`src/rtl/serial_adder_pkg.sv`:
```
// Shared types and constants for the bit-serial adder.
// Optional subtraction support is enabled by defining SERIAL_ADDER_SUB_EN.
package serial_adder_pkg;

  localparam int DEFAULT_WIDTH = 8;

  typedef enum logic [1:0] {
    IDLE = 2'd0,
    RUN  = 2'd1,
    DONE = 2'd2
  } state_t;

  // Bit-counter width; the width is always at least 2, so this is never zero.
  function automatic int cnt_w(input int width);
    return (width < 2) ? 1 : $clog2(width);
  endfunction

endpackage

```
`src/rtl/fulladd.sv`:
```
// Single-bit full adder cell; the serial adder reuses one instance every cycle.
module fulladd (
  input  logic a,
  input  logic b,
  input  logic cin,
  output logic s,
  output logic cout
);

  assign s    = a ^ b ^ cin;
  assign cout = (a & b) | (a & cin) | (b & cin);

endmodule

```
`src/rtl/serial_adder.sv`:
```
// Bit-serial two-operand adder: one fulladd cell stepped LSB first, WIDTH cycles.
// Define SERIAL_ADDER_SUB_EN to add the sub port (A-B via inverted B, carry-in 1).
module serial_adder
  import serial_adder_pkg::*;
#(
  parameter int WIDTH = DEFAULT_WIDTH
) (
  input  logic             clk,
  input  logic             reset,
  input  logic             start,
  input  logic [WIDTH-1:0] a,
  input  logic [WIDTH-1:0] b,
`ifdef SERIAL_ADDER_SUB_EN
  input  logic             sub,
`endif
  output logic             busy,
  output logic             done,
  output logic [WIDTH-1:0] sum,
  output logic             cout,
  output logic             overflow
);

  localparam int CW = cnt_w(WIDTH);

  state_t           state;
  state_t           state_nxt;
  logic [WIDTH-1:0] a_sr;
  logic [WIDTH-1:0] b_sr;
  logic [WIDTH-1:0] sum_sr;
  logic             carry;
  logic             prev_carry;
  logic [CW-1:0]    count;
  logic             sub_r;
  logic             sub_in;
  logic             accept;
  logic             last_bit;
  logic             fa_b;
  logic             fa_s;
  logic             fa_co;

`ifdef SERIAL_ADDER_SUB_EN
  assign sub_in = sub;
`else
  assign sub_in = 1'b0;
`endif

  assign accept   = (state == IDLE) && start;
  assign last_bit = (count == CW'(WIDTH - 1));

  // Subtraction feeds the one's complement of B; the +1 comes from the carry seed.
  assign fa_b = b_sr[0] ^ sub_r;

  fulladd u_fulladd (
    .a    (a_sr[0]),
    .b    (fa_b),
    .cin  (carry),
    .s    (fa_s),
    .cout (fa_co)
  );

  always_comb begin
    state_nxt = state;
    case (state)
      IDLE:    if (start) state_nxt = RUN;
      RUN:     if (last_bit) state_nxt = DONE;
      DONE:    state_nxt = IDLE;
      default: state_nxt = IDLE;
    endcase
  end

  always_ff @(posedge clk) begin
    if (reset) begin
      state <= IDLE;
    end else begin
      state <= state_nxt;
    end
  end

  // Operand load and serial datapath
  always_ff @(posedge clk) begin
    if (reset) begin
      a_sr       <= '0;
      b_sr       <= '0;
      sum_sr     <= '0;
      carry      <= 1'b0;
      prev_carry <= 1'b0;
      count      <= '0;
      sub_r      <= 1'b0;
    end else if (accept) begin
      a_sr       <= a;
      b_sr       <= b;
      sum_sr     <= '0;
      carry      <= sub_in;
      prev_carry <= 1'b0;
      count      <= '0;
      sub_r      <= sub_in;
    end else if (state == RUN) begin
      a_sr       <= {1'b0, a_sr[WIDTH-1:1]};
      b_sr       <= {1'b0, b_sr[WIDTH-1:1]};
      sum_sr     <= {fa_s, sum_sr[WIDTH-1:1]};
      prev_carry <= carry;
      carry      <= fa_co;
      count      <= count + 1'b1;
    end
  end

  // Result registers: cleared on accept, loaded in DONE, otherwise held
  always_ff @(posedge clk) begin
    if (reset) begin
      sum      <= '0;
      cout     <= 1'b0;
      overflow <= 1'b0;
      done     <= 1'b0;
    end else begin
      done <= (state == DONE);
      if (accept) begin
        sum      <= '0;
        cout     <= 1'b0;
        overflow <= 1'b0;
      end else if (state == DONE) begin
        sum      <= sum_sr;
        cout     <= carry;
        overflow <= carry ^ prev_carry;
      end
    end
  end

  // busy stays high through the done cycle so it drops one edge after done rises
  always_ff @(posedge clk) begin
    if (reset) begin
      busy <= 1'b0;
    end else if (accept) begin
      busy <= 1'b1;
    end else if (done) begin
      busy <= 1'b0;
    end
  end

endmodule
```
`config.mk`:
```
export PLATFORM = sky130hd
export DESIGN_NAME = serial_adder
export DESIGN_NICKNAME = d
export VERILOG_FILES = /design/src/rtl/serial_adder_pkg.sv /design/src/rtl/fulladd.sv /design/src/rtl/serial_adder.sv
export SDC_FILE = /design/constraint.sdc
export NUM_CORES = 1
export LEC_CHECK = 0
export BUFFER_PORTS_ARGS = -buffer_cell sky130_fd_sc_hd__buf_2
export CORE_ASPECT_RATIO = 1.75
export CORE_UTILIZATION = 58
export DETAILED_ROUTE_END_ITERATION = 16
export PLACE_DENSITY = 0.86
export SYNTH_ARGS = -nofsm -noshare
export SYNTH_HDL_FRONTEND = slang
export SYNTH_SLANG_ARGS = --single-unit
```
`constraint.sdc`:
```
create_clock -name clk -period 2.5 [get_ports clk]
set_clock_uncertainty 0.05 [all_clocks]
set_input_delay 0.125 -clock clk [delete_from_list [all_inputs] [get_ports clk]]
set_output_delay 0.125 -clock clk [all_outputs]
set_load 0.005 [all_outputs]
```
==> out/metrics.csv <==
metric;value;unit
clock.fmax;582;MHz
synth.avg_cell_area;8.48;sq um
critical_path_required;2.67;ns
worst_path_largest_cell_delay;0.57;ns
timing.hold.worst_path_depth;3;
timing.setup.critical_path_class;reg2reg;
holdPathEnd;b_sr[7];
floorplan.initialDensity;0.609;
rr_startpoint;state[1];
synthToLayoutAreaGrowth;9.44;%
core_area;2900;sq um
postRouteAntennaNets;0;
path_max_fanout;17;
drive_above_1_share;0.195;
fillerInstances;244;
netlist-cell-type-count;27;
tritoncts;yes;
cp_cell_sequence;nand2b_1 > buf_4 > nand2_1 > a21oi_1;
design.die.area;3270;sq um
die-width;43.7;microns
hold_violations;0;
tightest_slew;0.694;ns
yosysWarnings;0;
worstSkewPairLatency;0.29;ns
tritoncts_num_sinks;43;
synth.net_count;230;
result_of_the_run;complete, but fails checks;
vias;1438;
setup_viol_count_final;0;
fin_tns_setup;0;ns
endpoint_kind_of_the_worst_setup_timing_path;flip-flop;
finalHoldWorstSlack;0.0101;ns
die-height;74.9;microns
nets;253;
layout_common_cells;56 x nand2_1, 43 x dfxtp_1, 38 x a21oi_1;
path_clk_slew;0.07;ns
drt-pass1-iter-count;10;
crit_path_top_delay_cell;nand2b_1;
path_depth;4;
setup_repair_after_global_routing_missed_its_margin;no;
placement_rows;26;
routed_wire_length_per_instance;12.4;microns
power_dens_cells;671;nW/um^2
wire_length_of_the_first_global_routing_pass;5.18;mm
largest_net_degree_at_the_start_of_global_routing;24;
vdd.ir_drop.worst;0.579;mV
holdBufCountCts;0;
cp_startpoint_kind;flip-flop;
final_common_cell;nand2_1;
dpl_worst_slack;0.810;ns
min_from;b[7];
remaining_drc_errors;4;
grt.total_usage;0.212;
wl;3.21;mm
number_of_antenna_violations_at_the_first_check_in_global_routing;0;
cp.arrival;1.89;ns
timing.final.crit_period;1.72;ns
drt-initial-drc-count;27;
hold_path_class;in2reg;
regToRegSetupSlack;0.78;ns
routed_via_density;5.55;
synth.yosys.seq_area_share;0.488;
multi_input_comb_area;781;sq um
ant_diodes;0;
number_of_cells_on_the_worst_reg_to_reg_path;4;
worstReg2RegEnd;sum_sr[5];
first_global_vias;1292;
p_leak;0.747;nW
maxSlewHeadroom;0.536;
yosys_register_bits;43;
cts_htree_levels;2;
cts_repair_resize_count;0;
crit_family;simple AND/OR/NAND/NOR gates;
dp.final_hpwl;2.24;mm
setup_slack_after_layout;0.781;ns
grt.overflow.total;0;
drv_cap;0;
gp_congestion;0.738;
cts-buffers-inserted;5;
maxSlewViolCount;0;
layout_worst_path_cycle_share;0.687;
io_buffers;30;
path_buf_inv;1;
ctsRootBufferMaster;clkbuf_8;
violations;design-rule violations;
top_level_ports;31;
post_cts.repair.setup_buffers;0;
cell_area_after_synthesis;1760;sq um
synthCells;208;
clockBufferDepth;2;
regArea;861;sq um
-- cells by family (layout without fill, tap and decap cells) --
group | Yosys count | after routing | share of synthesized area
fa+ha+maj | 3 | 3 | 0.0255
compound gates | 53 | 53 | 0.173
xor+xnor | 2 | 2 | 0.00994
buf+inv | 16 | 39 | 0.0688
simple gates | 91 | 91 | 0.234
flops | 43 | 43 | 0.488
-- worst max path at each step --
stage,from,to,slack (ns)
after floorplan,state[1],a_sr[2],1.18
after global placement,state[0],overflow,0.86
after detailed placement,state[1],sum_sr[5],0.81
after CTS,state[1],sum_sr[5],0.80
after global routing,state[0],overflow,0.62
final,state[1],sum_sr[5],0.78
-- cell type report --
type	count	area share
sequential	43	0.446
multi-input combinational	149	0.405
timing repair buffer	32	0.0856
clock buffer	6	0.0428
tap	28	0.0182
clock inverter	1	0.00259
-- metrics by stage --
stage	cells	power (W)	util	instance area, sq um
5_1_grt	259	0.00134	0.666	1930
6_report	259	0.00129	0.666	1930
4_1_cts	259	0.00130	0.666	1930
2_1_floorplan	208	0.000855	-	1760
3_3_place_gp	252	0.000869	0.636	1840
3_5_place_dp	252	0.000874	0.636	1840
-- power breakdown --
| part | total, W | switching, W | internal, W |
|---|---|---|---|
| logic | 0.000128 | 0.0000757 | 0.0000519 |
| registers | 0.000731 | 0.0000182 | 0.000713 |
| clock network | 0.000435 | 0.000219 | 0.000216 |
-- metal layers --
metal / vias to the layer above / global-route usage / wire length, microns
met2: 27 / 0.391 / 1750
met5: - / 0 / 0
met4: 0 / 0.128 / 56
li1: 733 / - / -
met3: 6 / 0.0360 / 120
met1: 672 / 0.216 / 1280
-- flip-flops by register name (all words and copies together) (netlist names) --
name and flops:
busy 1, sum 8, b_sr 8, sum_sr 8
carry 1, a_sr 8, state 2, prev_carry 1
overflow 1, count 3, cout 1, done 1
-- worst reg2reg max path, delay by kind of cell, from the launching register on --
family | cells | cell delay [ns]
AND/OR/NAND/NOR | 2 | 0.64
flip-flops | 1 | 0.49
buffers and inverters | 1 | 0.30
AO/OA/AOI/OAI | 1 | 0.16
-- Yosys cell counts --
library cell | number | area [sq um]
buf_2 | 4 | 20.0
clkbuf_1 | 3 | 11.3
buf_6 | 4 | 45.0
xnor2_1 | 2 | 17.5
o21a_1 | 1 | 7.51
a211oi_1 | 13 | 97.6
nor2b_1 | 1 | 6.26
nand2b_4 | 1 | 13.8
dfxtp_1 | 43 | 861
or3b_1 | 1 | 8.76
nor3_1 | 2 | 10.0
fa_1 | 1 | 20.0
buf_4 | 4 | 30.0
and2b_1 | 1 | 7.51
o21ba_2 | 1 | 10.0
nand3_1 | 2 | 10.0
or3b_2 | 2 | 17.5
nand2_1 | 56 | 210
nand2b_1 | 4 | 25.0
nor3b_1 | 1 | 7.51
nor2_2 | 1 | 6.26
buf_8 | 1 | 15.0
or2b_1 | 1 | 7.51
nor2_1 | 17 | 63.8
nor3b_4 | 1 | 18.8
ha_1 | 2 | 25.0
a21oi_1 | 38 | 190
No activity file was read; power rests on OpenSTA's default activity.
